### src/rtl/vip_pkg.sv
// rtl/vip_pkg.sv - shared types, default geometry and pixel packing for VIP frame capture
package vip_pkg;

  // Capture controller states
  typedef enum logic [1:0] {
    ST_IDLE     = 2'd0,
    ST_WAIT_SOF = 2'd1,
    ST_CAPTURE  = 2'd2
  } vip_state_t;

  // Default active frame geometry
  localparam int VIP_HDISP_DEF = 640;
  localparam int VIP_VDISP_DEF = 480;

  // Width of the x/y pixel counters; both saturate at all-ones
  localparam int VIP_CNT_W = 12;

  // {B,G,R} 8:8:8 field positions inside a 24-bit pixel
  localparam int PIX_B_MSB = 23;
  localparam int PIX_B_LSB = 16;
  localparam int PIX_G_MSB = 15;
  localparam int PIX_G_LSB = 8;
  localparam int PIX_R_MSB = 7;
  localparam int PIX_R_LSB = 0;

  // Assemble a 24-bit pixel from its three colour components
  function automatic logic [23:0] vip_pack_bgr(input logic [7:0] b,
                                               input logic [7:0] g,
                                               input logic [7:0] r);
    logic [23:0] p;
    p = '0;
    p[PIX_B_MSB:PIX_B_LSB] = b;
    p[PIX_G_MSB:PIX_G_LSB] = g;
    p[PIX_R_MSB:PIX_R_LSB] = r;
    return p;
  endfunction

endpackage

### src/rtl/vip_frame_capture_if.sv
// rtl/vip_frame_capture_if.sv - VIP video input and frame-buffer write port bundle
interface vip_frame_capture_if #(
  parameter int DATA_W = 24,
  parameter int ADDR_W = 19
);

  // Incoming VIP video stream
  logic              in_vsync;
  logic              in_href;
  logic              in_clken;
  logic [DATA_W-1:0] in_data;

  // Linear frame-buffer write port
  logic              wr_en;
  logic [ADDR_W-1:0] wr_addr;
  logic [DATA_W-1:0] wr_data;

  // Capture block: consumes video, drives the RAM write port
  modport master (
    input  in_vsync, in_href, in_clken, in_data,
    output wr_en, wr_addr, wr_data
  );

  // Video source / RAM side: drives video, observes the write port
  modport slave (
    output in_vsync, in_href, in_clken, in_data,
    input  wr_en, wr_addr, wr_data
  );

endinterface

### src/rtl/vip_sync_edge.sv
// rtl/vip_sync_edge.sv - registers vsync/href and flags start-of-frame, end-of-frame and end-of-line
module vip_sync_edge #(
  parameter logic VSYNC_RST = 1'b1,
  parameter logic HREF_RST  = 1'b0
) (
  input  logic clk,
  input  logic rst,
  input  logic vsync,
  input  logic href,
  output logic sof,
  output logic eof,
  output logic eol
);

  logic vsync_d;
  logic href_d;

  // One-cycle delayed copies; reset values chosen so leaving reset mid-frame gives no false edge
  always_ff @(posedge clk) begin
    if (rst) begin
      vsync_d <= VSYNC_RST;
      href_d  <= HREF_RST;
    end else begin
      vsync_d <= vsync;
      href_d  <= href;
    end
  end

  assign sof = vsync & ~vsync_d;
  assign eof = ~vsync & vsync_d;
  assign eol = ~href & href_d;

endmodule

### src/rtl/vip_frame_capture.sv
// rtl/vip_frame_capture.sv - captures one VIP frame into a linear frame-buffer write stream (VIP_CAPTURE_CONTINUOUS_EN: capture every frame after arm)
module vip_frame_capture
  import vip_pkg::*;
#(
  parameter int IMG_HDISP = VIP_HDISP_DEF,
  parameter int IMG_VDISP = VIP_VDISP_DEF,
  parameter int ADDR_W    = 19,
  parameter int DATA_W    = 24
) (
  input  logic                clk,
  input  logic                rst,
  input  logic                arm,
  vip_frame_capture_if.master vif,
  output logic                busy,
  output logic                frame_done,
  output logic                err_line,
  output logic                err_frame,
  output logic [15:0]         frame_cnt
);

  localparam int XW = VIP_CNT_W;
  localparam logic [XW-1:0]     CNT_MAX = {XW{1'b1}};
  localparam logic [XW-1:0]     HDISP_X = XW'(IMG_HDISP);
  localparam logic [XW-1:0]     VDISP_Y = XW'(IMG_VDISP);
  localparam logic [ADDR_W-1:0] HDISP_A = ADDR_W'(IMG_HDISP);

  vip_state_t state_q, state_d;

  logic sof, eof, eol;
  logic arm_go, start_cap, end_cap;
  logic pix_acc, pix_in_win;
  logic [XW-1:0] x_q, y_q, x_inc, y_next;
  logic [ADDR_W-1:0] line_base_q;

  logic              wr_en_q;
  logic [ADDR_W-1:0] wr_addr_q;
  logic [DATA_W-1:0] wr_data_q;
  logic              frame_done_q;
  logic              err_line_q;
  logic              err_frame_q;
  logic [15:0]       frame_cnt_q;

  vip_sync_edge #(
    .VSYNC_RST (1'b1),
    .HREF_RST  (1'b0)
  ) u_sync_edge (
    .clk   (clk),
    .rst   (rst),
    .vsync (vif.in_vsync),
    .href  (vif.in_href),
    .sof   (sof),
    .eof   (eof),
    .eol   (eol)
  );

  // State register
  always_ff @(posedge clk) begin
    if (rst) state_q <= ST_IDLE;
    else     state_q <= state_d;
  end

  // Next-state logic plus one-cycle control strobes for the datapath
  always_comb begin
    state_d   = state_q;
    arm_go    = 1'b0;
    start_cap = 1'b0;
    end_cap   = 1'b0;
    case (state_q)
      ST_IDLE: begin
        if (arm) begin
          state_d = ST_WAIT_SOF;
          arm_go  = 1'b1;
        end
      end
      ST_WAIT_SOF: begin
        if (sof) begin
          state_d   = ST_CAPTURE;
          start_cap = 1'b1;
        end
      end
      ST_CAPTURE: begin
        if (eof) begin
          end_cap = 1'b1;
`ifdef VIP_CAPTURE_CONTINUOUS_EN
          state_d = ST_WAIT_SOF;
`else
          state_d = ST_IDLE;
`endif
        end
      end
      default: state_d = ST_IDLE;
    endcase
  end

  // Pixel acceptance, write window and saturating counter increments.
  // A pixel in the eof cycle is not written so wr_en never meets frame_done.
  // y_next already includes a same-cycle eol so eof sees the updated line count.
  always_comb begin
    pix_acc    = (state_q == ST_CAPTURE) & vif.in_href & vif.in_clken & ~eof;
    pix_in_win = (x_q < HDISP_X) && (y_q < VDISP_Y);
    x_inc      = (x_q == CNT_MAX) ? x_q : x_q + 1'b1;
    y_next     = y_q;
    if (eol) y_next = (y_q == CNT_MAX) ? y_q : y_q + 1'b1;
  end

  // Counters, write port, error flags and frame statistics
  always_ff @(posedge clk) begin
    if (rst) begin
      x_q          <= '0;
      y_q          <= '0;
      line_base_q  <= '0;
      wr_en_q      <= 1'b0;
      wr_addr_q    <= '0;
      wr_data_q    <= '0;
      frame_done_q <= 1'b0;
      err_line_q   <= 1'b0;
      err_frame_q  <= 1'b0;
      frame_cnt_q  <= '0;
    end else begin
      wr_en_q      <= 1'b0;
      frame_done_q <= 1'b0;

      if (arm_go) begin
        err_line_q  <= 1'b0;
        err_frame_q <= 1'b0;
      end

      if (start_cap) begin
        x_q         <= '0;
        y_q         <= '0;
        line_base_q <= '0;
`ifdef VIP_CAPTURE_CONTINUOUS_EN
        err_line_q  <= 1'b0;
        err_frame_q <= 1'b0;
`endif
      end

      if (pix_acc) begin
        x_q <= x_inc;
        if (pix_in_win) begin
          wr_en_q   <= 1'b1;
          wr_addr_q <= line_base_q + ADDR_W'(x_q);
          wr_data_q <= vif.in_data;
        end
      end

      if ((state_q == ST_CAPTURE) && eol) begin
        if (x_q != HDISP_X) err_line_q <= 1'b1;
        y_q         <= y_next;
        line_base_q <= line_base_q + HDISP_A;
        x_q         <= '0;
      end

      if (end_cap) begin
        if (y_next != VDISP_Y) err_frame_q <= 1'b1;
        frame_done_q <= 1'b1;
        frame_cnt_q  <= frame_cnt_q + 16'd1;
      end
    end
  end

  assign vif.wr_en   = wr_en_q;
  assign vif.wr_addr = wr_addr_q;
  assign vif.wr_data = wr_data_q;

  assign busy       = (state_q != ST_IDLE);
  assign frame_done = frame_done_q;
  assign err_line   = err_line_q;
  assign err_frame  = err_frame_q;
  assign frame_cnt  = frame_cnt_q;

endmodule

### src/flat_wrapper.sv
// flat-port wrapper written by rule: the top's interface ports become plain ports
module vip_frame_capture_flat import vip_pkg::*;
#(
  parameter int IMG_HDISP = VIP_HDISP_DEF,
  parameter int IMG_VDISP = VIP_VDISP_DEF,
  parameter int ADDR_W    = 19,
  parameter int DATA_W    = 24
)
  (clk, rst, arm, busy, frame_done, err_line, err_frame, frame_cnt, vif_in_vsync, vif_in_href, vif_in_clken, vif_in_data, vif_wr_en, vif_wr_addr, vif_wr_data);
  vip_frame_capture_if #(.DATA_W(DATA_W), .ADDR_W(ADDR_W)) vif_i ();
  input  logic clk;
  input  logic rst;
  input  logic arm;
  output logic busy;
  output logic frame_done;
  output logic err_line;
  output logic err_frame;
  output logic [15:0] frame_cnt;
  input wire logic [$bits(vif_i.in_vsync)-1:0] vif_in_vsync;
  input wire logic [$bits(vif_i.in_href)-1:0] vif_in_href;
  input wire logic [$bits(vif_i.in_clken)-1:0] vif_in_clken;
  input wire logic [$bits(vif_i.in_data)-1:0] vif_in_data;
  output wire logic [$bits(vif_i.wr_en)-1:0] vif_wr_en;
  output wire logic [$bits(vif_i.wr_addr)-1:0] vif_wr_addr;
  output wire logic [$bits(vif_i.wr_data)-1:0] vif_wr_data;
  assign vif_i.in_vsync = vif_in_vsync;
  assign vif_i.in_href = vif_in_href;
  assign vif_i.in_clken = vif_in_clken;
  assign vif_i.in_data = vif_in_data;
  assign vif_wr_en = vif_i.wr_en;
  assign vif_wr_addr = vif_i.wr_addr;
  assign vif_wr_data = vif_i.wr_data;
  vip_frame_capture #(.IMG_HDISP(IMG_HDISP), .IMG_VDISP(IMG_VDISP), .ADDR_W(ADDR_W), .DATA_W(DATA_W)) u_core (.clk(clk), .rst(rst), .arm(arm), .vif(vif_i), .busy(busy), .frame_done(frame_done), .err_line(err_line), .err_frame(err_frame), .frame_cnt(frame_cnt));
endmodule
### config.mk
export PLATFORM = sky130hd
export DESIGN_NAME = vip_frame_capture_flat
export DESIGN_NICKNAME = d
export VERILOG_FILES = /design/src/rtl/vip_pkg.sv /design/src/rtl/vip_frame_capture_if.sv /design/src/rtl/vip_sync_edge.sv /design/src/rtl/vip_frame_capture.sv /design/src/flat_wrapper.sv
export SDC_FILE = /design/constraint.sdc
export NUM_CORES = 1
export LEC_CHECK = 0
export BUFFER_PORTS_ARGS = -buffer_cell sky130_fd_sc_hd__buf_2
export CAP_MARGIN = 20
export CORE_MARGIN = 8
export CORE_UTILIZATION = 51
export DETAILED_ROUTE_END_ITERATION = 7
export PLACE_DENSITY = 0.72
export SETUP_SLACK_MARGIN = 0.05
export SLEW_MARGIN = 20
export SYNTH_ARGS = -nofsm -noshare
export SYNTH_HDL_FRONTEND = slang
export SYNTH_SLANG_ARGS = --single-unit
### constraint.sdc
create_clock -name clk -period 3.7 [get_ports clk]
set_clock_uncertainty 0.2 [all_clocks]
set_input_delay 1.11 -clock clk [delete_from_list [all_inputs] [get_ports clk]]
set_output_delay 1.11 -clock clk [all_outputs]
set_load 0.02 [all_outputs]
==> results of run 1 <==
==> placed cells by master, fill, tap and decap left out, types with 4 or more instances in the layout <==
| master | n |
|---|---|
| or3_1 | 14 |
| nor3_1 | 10 |
| a211oi_1 | 9 |
| dfxtp_1 | 103 |
| or2_2 | 7 |
| buf_2 | 93 |
| o21ai_0 | 18 |
| nand4_1 | 15 |
| ha_1 | 11 |
| a22oi_1 | 4 |
| nor2b_1 | 7 |
| and3_1 | 8 |
| nor2_1 | 72 |
| a311oi_1 | 7 |
| xnor2_1 | 11 |
| mux2_2 | 5 |
| nand2b_1 | 5 |
| clkbuf_8 | 9 |
| nand3_1 | 24 |
| a21oi_1 | 58 |
| o211ai_1 | 4 |
| nor4_1 | 5 |
| xor2_1 | 23 |
| buf_4 | 12 |
| nand2_1 | 103 |
==> metrics by stage <==
stage,instances,hold slack (ns),power [mW],instance area (um2),setup slack [ns]
6_report,795,0.2515,1.836,5540,0.8169
3_5_place_dp,780,0.2405,1.203,5364,0.6192
2_1_floorplan,599,0.2801,1.173,4795,0.7011
4_1_cts,795,0.2540,1.857,5540,0.8717
5_1_grt,795,0.2679,1.904,5540,0.6172
3_3_place_gp,780,0.2358,1.202,5364,0.6572
==> cells by family after synthesis <==
kind of cell | Yosys count | share of synthesized area [%]
buf+inv | 37 | 2.949
xor+xnor | 34 | 6.211
flops | 103 | 43.01
simple gates | 289 | 28.63
compound gates | 116 | 14.46
other cells | 1 | 0.07821
mux | 8 | 1.801
fa+ha+maj | 11 | 2.871
==> power groups by stage <==
stage          clock network, mW  registers (mW)  logic [mW]
5_1_grt                    0.719            1.12      0.0695
3_3_place_gp                   0            1.14      0.0622
6_report                   0.659            1.11      0.0628
4_1_cts                    0.679            1.11      0.0636
2_1_floorplan                  0            1.14      0.0326
3_5_place_dp                   0            1.14      0.0631
==> cell type report <==
class	count	area (um2)
repair buffers	105	555.5
clock inverters	6	52.55
inverters	2	7.507
clock buffers	9	123.9
multi-input cells	459	2600
well taps	111	138.9
fillers	816	3656
flip-flops and latches	103	2062
==> how the worst min path moves through the flow <==
stage,from,to,slack (ns)
2_1_floorplan,u_core.state_q[1],u_core.state_q[0],0.28
3_3_place_gp,u_core.vif.wr_data[16],u_core.vif.wr_data[16],0.24
3_5_place_dp,u_core.vif.wr_data[16],u_core.vif.wr_data[16],0.24
4_1_cts,u_core.vif.wr_data[16],u_core.vif.wr_data[16],0.25
5_1_grt,u_core.vif.wr_data[22],u_core.vif.wr_data[22],0.27
6_report,u_core.vif.wr_data[16],u_core.vif.wr_data[16],0.25
==> state kept, by name (all words and copies together), names as in the netlist, 2 cells and up <==
signal              count
u_core.vif.wr_addr     19
u_core.frame_cnt       16
u_core.y_q             12
u_core.line_base_q     12
u_core.vif.wr_data     24
u_core.state_q          2
u_core.x_q             12
==> layer usage <==
| layer | wire length [um] | track usage [%] |
|---|---|---|
| met2 | 5292 | 29.49 |
| met5 | 0 | 0 |
| met1 | 5378 | 22.84 |
| met4 | 195 | 7.371 |
| met3 | 836 | 4.260 |
==> critical path, delay by kind of cell, from the launching register on <==
kind	cells	cell delay [ns]
flops	1	0.44
simple gates	4	1.39
fa+ha+maj	1	0.28
mux	1	0.23
compound gates	1	0.24
==> flow_summary.json, run 1 <==
{
  "status": "completed",
  "p_leak_nw": 2.165,
  "post_cts_buffers": 0,
  "synth_area_leaders": "dfxtp_1, nand2_1, a21oi_1, nor2_1, xor2_1",
  "grt_pass1_vias": 4047,
  "report.final.slew_viol_count": 0,
  "crit_path_start": "u_core.y_q[0]",
  "tns_ns": 0,
  "fin_util_pct": 60.24,
  "critPathCapture": "u_core.err_frame",
  "clock_power_share_pct": 35.9,
  "crit_fanout": 7,
  "crit_chain": "ha_1 > nand2_1 > nor4_1 > nor2_1 > mux2i_1 > nand4_1 > o31a_1",
  "pwr-share-seq_pct": 60.7,
  "hold_path.class": "flop to flop",
  "p_int_mw": 1.388,
  "clock_latency_ns": 0.37,
  "p_sw_share_pct": 24.42,
  "io_buffer_count": 93,
  "nets": 721,
  "hold_viol": 0,
  "yosysWarningCount": 0,
  "power_switching_uw": 448.3,
  "synth_flop_cell": "dfxtp_1",
  "fmax_mhz": 346.9,
  "ys_ff_latch": 103,
  "routed_via_density": 5.618,
  "startpoint_type": "flop",
  "wirelength_um": 11700,
  "grt_max_degree": 37,
  "finalCritPeriodShare_pct": 77.92,
  "firstDrtPassIters": 5,
  "rsz0062_at_grt": "false",
  "dieArea_um2": 12760,
  "post_cts_resized": 0,
  "criticalPathCategory": "flop to flop",
  "ys_seq_area_share_pct": 43.01,
  "crit_arrival_ns": 2.95,
  "grtUsageTotal_pct": 18.20,
  "yosysUniqueCellTypes": 48,
  "antenna_cells": 0,
  "async_reset_ff_share_pct": 0,
  "cts_buffer_depth": 2,
  "pwr_density_cell_nw_per_um2": 331.4,
  "rows": 35,
  "syn_nets": 640,
  "final.min_clock_period_ns": 2.883,
  "finalSetupViolCount": 0,
  "r2r_setup_slack_ns": 0.82,
  "reg2reg_from": "u_core.y_q[0]",
  "synth_top_area_share_pct": 43.01,
  "gr-total-overflow": 0,
  "cp_slowest_cell": "nor4_1",
  "r2r_cells": 7,
  "drv_cap": 0,
  "ios": 94,
  "hold_depth": 2,
  "clk_pin_slew_ns": 0.10,
  "antenna_found_initial": 0,
  "cts_num_sinks": 103,
  "syn_inst": 599,
  "max-slew-margin-rel_pct": 36.80,
  "combPwrFrac_pct": 3.4,
  "syn_to_final_growth_pct": 15.55,
  "synth_edf_count": 0,
  "initial_core_util_pct": 52.14,
  "netlist_area_um2": 4795,
  "cts-root-buf": "clkbuf_8",
  "synth_top_area_cell": "dfxtp_1",
  "synth_area_per_cell_um2": 8.004,
  "die_h_um": 113.0,
  "routabilityCongestion": 0.8914,
  "vdd_drop_max_mv": 0.1603,
  "cts_tree": "built",
  "cts_buffers": 9,
  "h-tree-depth": 3,
  "drc": 0,
  "grt_pass1_wl_um": 19430,
  "hold_buffers": 0,
  "drt-initial-drc-count": 267,
  "max_slew.worst_pin.slew_ns": 0.9394,
  "max_stage_delay_ns": 0.84,
  "core_um2": 9196,
  "reg2reg_to": "u_core.err_frame",
  "place_hpwl_um": 8683,
  "drive_gt1_share_pct": 20.03,
  "endpoint_kind": "flop",
  "die_w_um": 113.0,
  "wl_per_cell_um": 14.72,
  "cp_data_required_time_ns": 3.77,
  "vias": 4466,
  "ant_nets": 0,
  "synth_commonest_cells": "dfxtp_1, nand2_1, nor2_1"
}
(Power assumes the default switching activity.)
==> run 2: changes to the inputs <==
clock period = 2.7 ns   (was 3.7 ns; I/O delays follow)
==> flow_summary.json, run 2 (synthesis gave the netlist of run 1 again) <==
{
  "cts_buffers": 9,
  "criticalPathCategory": "flop to flop",
  "grt_pass1_wl_um": 19760,
  "io_buffer_count": 93,
  "cts-root-buf": "clkbuf_8",
  "post-place-ws_ns": 0.05335,
  "cp_slowest_cell": "or4_1",
  "startpoint_type": "flop",
  "largest_reg_flops": 24,
  "antenna_cells": 0,
  "firstDrtPassIters": 4,
  "die_w_um": 113.0,
  "clk_pin_slew_ns": 0.11,
  "initial_core_util_pct": 52.14,
  "crit_arrival_ns": 2.62,
  "antenna_found_initial": 0,
  "status": "completed",
  "nets": 736,
  "fin_ws_ns": 0.1909,
  "dieArea_um2": 12760,
  "max_slew.worst_pin.slew_ns": 0.5684,
  "endpoint_kind": "flop",
  "clock_latency_ns": 0.37,
  "crit_fanout": 3,
  "vdd_drop_max_mv": 0.2288,
  "report.final.slew_viol_count": 0,
  "cts_num_sinks": 103,
  "path_delay_family": "simple AND/OR/NAND/NOR gates",
  "p_leak_nw": 2.269,
  "top_layer_used": "met4",
  "gr-total-overflow": 0,
  "max-slew-margin-rel_pct": 62.11,
  "r2r_cells": 5,
  "hold_path.class": "flop to flop",
  "wl_per_cell_um": 14.77,
  "multi_input_area_um2": 2614,
  "drc": 0,
  "fillers": 795,
  "rsz0062_at_grt": "false",
  "drt-initial-drc-count": 296,
  "dr_wl_met3_um": 847,
  "crit_chain": "or3_1 > or4_4 > or4_1 > or4_1 > nand3_1",
  "core_um2": 9196,
  "hold_viol": 0,
  "pwr_density_cell_nw_per_um2": 449.7,
  "grt_max_degree": 58,
  "die_h_um": 113.0,
  "max_stage_delay_ns": 0.57,
  "critPathBufInv": 0,
  "tns_ns": 0,
  "grtUsageTotal_pct": 18.57,
  "h-tree-depth": 3,
  "ios": 94,
  "routabilityCongestion": 0.8640,
  "critical_path_depth": 5,
  "final_cell_mix": "nand2_1, dfxtp_1, buf_2",
  "vias": 4542,
  "cts_buffer_depth": 2,
  "grt_pass1_vias": 4186,
  "cp_data_required_time_ns": 2.81,
  "wirelength_um": 11980,
  "cts_tree": "built",
  "dp.cells": 795,
  "final-seq-area_um2": 2062,
  "wl_met2_um": 5427,
  "drv_cap": 0,
  "ant_nets": 0,
  "instances_no_fill": 811,
  "rows": 35,
  "finalSetupViolCount": 0,
  "path_common_cell": "or4_1",
  "routed_via_density": 5.600,
  "final.min_clock_period_ns": 2.509,
  "wl_met1_um": 5579,
  "fin_util_pct": 61.89,
  "place_hpwl_um": 8869,
  "hold_depth": 2,
  "syn_to_final_growth_pct": 18.71,
  "finalCritPeriodShare_pct": 92.93,
  "fmax_mhz": 398.5,
  "drive_gt1_share_pct": 22.14
}
-- run 2: worst paths after layout --
kind	slack [ns]	startpoint	endpoint
max	0.19	u_core.x_q[11]	u_core.vif.wr_addr[12]
min	0.26	u_core.vif.wr_data[5]	u_core.vif.wr_data[5]
max reg2reg	0.19	u_core.x_q[11]	u_core.vif.wr_addr[12]
min reg2reg	0.26	u_core.vif.wr_data[5]	u_core.vif.wr_data[5]
-- run 2: metrics by stage --
stage | total power, mW | hold WS, ns | cell area, um2
6_report | 2.560 | 0.2563 | 5692
5_1_grt | 2.657 | 0.2668 | 5692
4_1_cts | 2.585 | 0.2574 | 5685
3_5_place_dp | 1.650 | 0.2424 | 5497
3_3_place_gp | 1.649 | 0.2341 | 5497
2_1_floorplan | 1.609 | 0.2801 | 4805
-- run 2: layout make-up --
cell class | instances | share of cell area (%)
inverters | 2 | 0.1319
clock inverters | 7 | 1.143
well taps | 111 | 2.440
repair buffers | 120 | 11.96
clock buffers | 9 | 2.176
multi-input cells | 459 | 45.92
flip-flops and latches | 103 | 36.23
-- run 2: worst register-to-register path: stages (launching register included) --
cell and delay (ns):
dfxtp_1 0.32, or3_1 0.35, or4_4 0.46, or4_1 0.57
or4_1 0.48, nand3_1 0.07
-- run 2: timing repair --
item,CTS,global route
resized for setup,0,1
endpoints found under the setup margin,0,2
hold buffers,0,0
buffers inserted,0,0
-- run 2: power breakdown --
group	total, mW	internal (mW)	switching, mW
logic	0.0878	0.0343	0.0535
clock network	0.945	0.360	0.584
registers	1.53	1.52	0.00447
-- run 2: routing by layer --
metal  up-vias  global-route usage (%)
met5         -                       0
met4         0                   5.773
met3        13                   5.272
met2       138                   30.13
met1      2105                   23.35
li1       2286                       -
==> run 3: changes to the inputs <==
GPL_TIMING_DRIVEN = 0   (was default)
==> flow_summary.json, run 3 (synthesis gave the netlist of run 1 again) <==
{
  "status": "completed",
  "wirelength_um": 12840,
  "routed_via_density": 5.588,
  "initial_core_util_pct": 52.14,
  "pwr_density_cell_nw_per_um2": 457.5,
  "cp_data_required_time_ns": 2.81,
  "crit_chain": "or3_1 > or4_4 > or4_4 > buf_6 > or4_4 > nand3_2",
  "grt_max_degree": 19,
  "path_delay_family": "simple AND/OR/NAND/NOR gates",
  "antenna_found_initial": 0,
  "drive_gt1_share_pct": 21.34,
  "firstDrtPassIters": 4,
  "critPathBufInv": 1,
  "cts-root-buf": "clkbuf_8",
  "drc": 0,
  "crit_arrival_ns": 2.81,
  "critical_path_depth": 6,
  "cts_buffers": 9,
  "syn_to_final_growth_pct": 19.96,
  "vdd_drop_max_mv": 0.2398,
  "dieArea_um2": 12760,
  "hold_depth": 2,
  "power_switching_uw": 630.5,
  "grtUsageTotal_pct": 19.90,
  "cts_tree": "built",
  "final_common_cell": "nand2_1",
  "hold_viol": 0,
  "multi_input_area_um2": 2650,
  "max_stage_delay_ns": 0.52,
  "max-slew-margin-rel_pct": 57.72,
  "ant_nets": 0,
  "finalCritPeriodShare_pct": 99.74,
  "clock_latency_ns": 0.37,
  "cts_buffer_depth": 2,
  "pwr-share-seq_pct": 58.0,
  "vias": 4627,
  "endpoint_kind": "flop",
  "combPwrFrac_pct": 3.6,
  "p_sw_share_pct": 23.96,
  "fillers": 842,
  "grt_pass1_vias": 4372,
  "routabilityCongestion": 0.8774,
  "largest_reg_flops": 24,
  "clock_power_share_pct": 38.5,
  "rows": 35,
  "fmax_mhz": 371.4,
  "clk_pin_slew_ns": 0.10,
  "drv_cap": 0,
  "gr-total-overflow": 0,
  "finalSetupViolCount": 0,
  "wl_met1_um": 5893,
  "place_hpwl_um": 9611,
  "hold_path.class": "flop to flop",
  "final-seq-area_um2": 2069,
  "rsz0062_at_grt": "true",
  "power_mw": 2.631,
  "criticalPathCategory": "flop to flop",
  "wl_met2_um": 5973,
  "h-tree-depth": 3,
  "grt_pass1_wl_um": 21160,
  "final.min_clock_period_ns": 2.693,
  "die_h_um": 113.0,
  "cts_num_sinks": 103,
  "nets": 753,
  "max_slew.worst_pin.slew_ns": 0.6284,
  "crit_fanout": 7,
  "dp.cells": 803,
  "instances_no_fill": 828,
  "die_w_um": 113.0,
  "io_buffer_count": 93,
  "p_leak_nw": 2.276,
  "path_common_cell": "or4_4",
  "final_cell_mix": "nand2_1, dfxtp_1, buf_2",
  "core_um2": 9196,
  "dr_wl_met3_um": 826,
  "r2r_setup_slack_ns": 0.007,
  "r2r_cells": 6,
  "startpoint_type": "flop",
  "top_layer_used": "met4",
  "ios": 94,
  "antenna_cells": 0,
  "report.final.slew_viol_count": 0,
  "fin_util_pct": 62.54,
  "drt-initial-drc-count": 336,
  "cp_slowest_cell": "or4_4",
  "wl_per_cell_um": 15.51,
  "p_int_mw": 2.001
}
==> run 3: changes by cell type in the layout (fill, tap and decap cells not counted), sizes merged <==
cell    before  now
clkinv       3    2
buf        120  103
bufinv       0    1
inv          6    5
clkbuf       9   44
==> run 3: layer usage <==
| metal | global-route usage, % | vias up |
|---|---|---|
| met5 | 0 | - |
| met4 | 5.861 | 0 |
| met3 | 4.260 | 16 |
| met2 | 33.20 | 118 |
| met1 | 25.24 | 2179 |
| li1 | - | 2314 |
==> run 3: power by group through the flow <==
stage	sequential (mW)	clock, mW	combinational [mW]
floorplan	1.56	0	0.0456
global placement	1.56	0	0.0919
detailed placement	1.56	0	0.0931
CTS	1.53	1.03	0.0939
global route	1.53	1.08	0.103
finish	1.53	1.01	0.0939
==> run 3: worst paths after layout <==
| check | start | to |
|---|---|---|
| worst max-delay path | u_core.x_q[10] | u_core.vif.wr_addr[12] |
| worst min-delay path | u_core.vif.wr_data[13] | u_core.vif.wr_data[13] |
| worst max register to register | u_core.x_q[10] | u_core.vif.wr_addr[12] |
| worst min register to register | u_core.vif.wr_data[13] | u_core.vif.wr_data[13] |
==> run 3: area by class of cell <==
class                      instances  share of cell area, %
timing repair buffer             102                  9.223
clock buffer                      10                  2.219
buffer                            35                  2.632
multi-input combinational        459                  46.07
tap                              111                  2.415
sequential                       103                  35.98
inverter                           2                 0.1305
clock inverter                     6                  1.327
==> run 3: timing repair <==
item                       CTS  global route
setup buffers                2             6
resized for setup           10            16
setup endpoints to repair   46            37
hold buffers                 0             0
pin swaps                    2             6
==> run 3: worst register-to-register path: stages (launching register included) <==
cell     delay (ns)
dfxtp_4        0.36
or3_1          0.37
or4_4          0.52
or4_4          0.50
buf_6          0.15
or4_4          0.47
nand3_2        0.08
==> run 3: per-stage QoR <==
step                      worst slack [ns]  TNS (ns)  instance area [um2]  hold WS, ns
after global placement             -0.5170    -17.84                 5409       0.2358
after detailed placement           -0.5687    -20.31                 5409       0.2411
after global routing              -0.06063  -0.06063                 5752       0.2703
final                             0.007140         0                 5752       0.2521
after CTS                         -0.02161  -0.02161                 5662       0.2547
after floorplan                    0.06525         0                 4805       0.2801
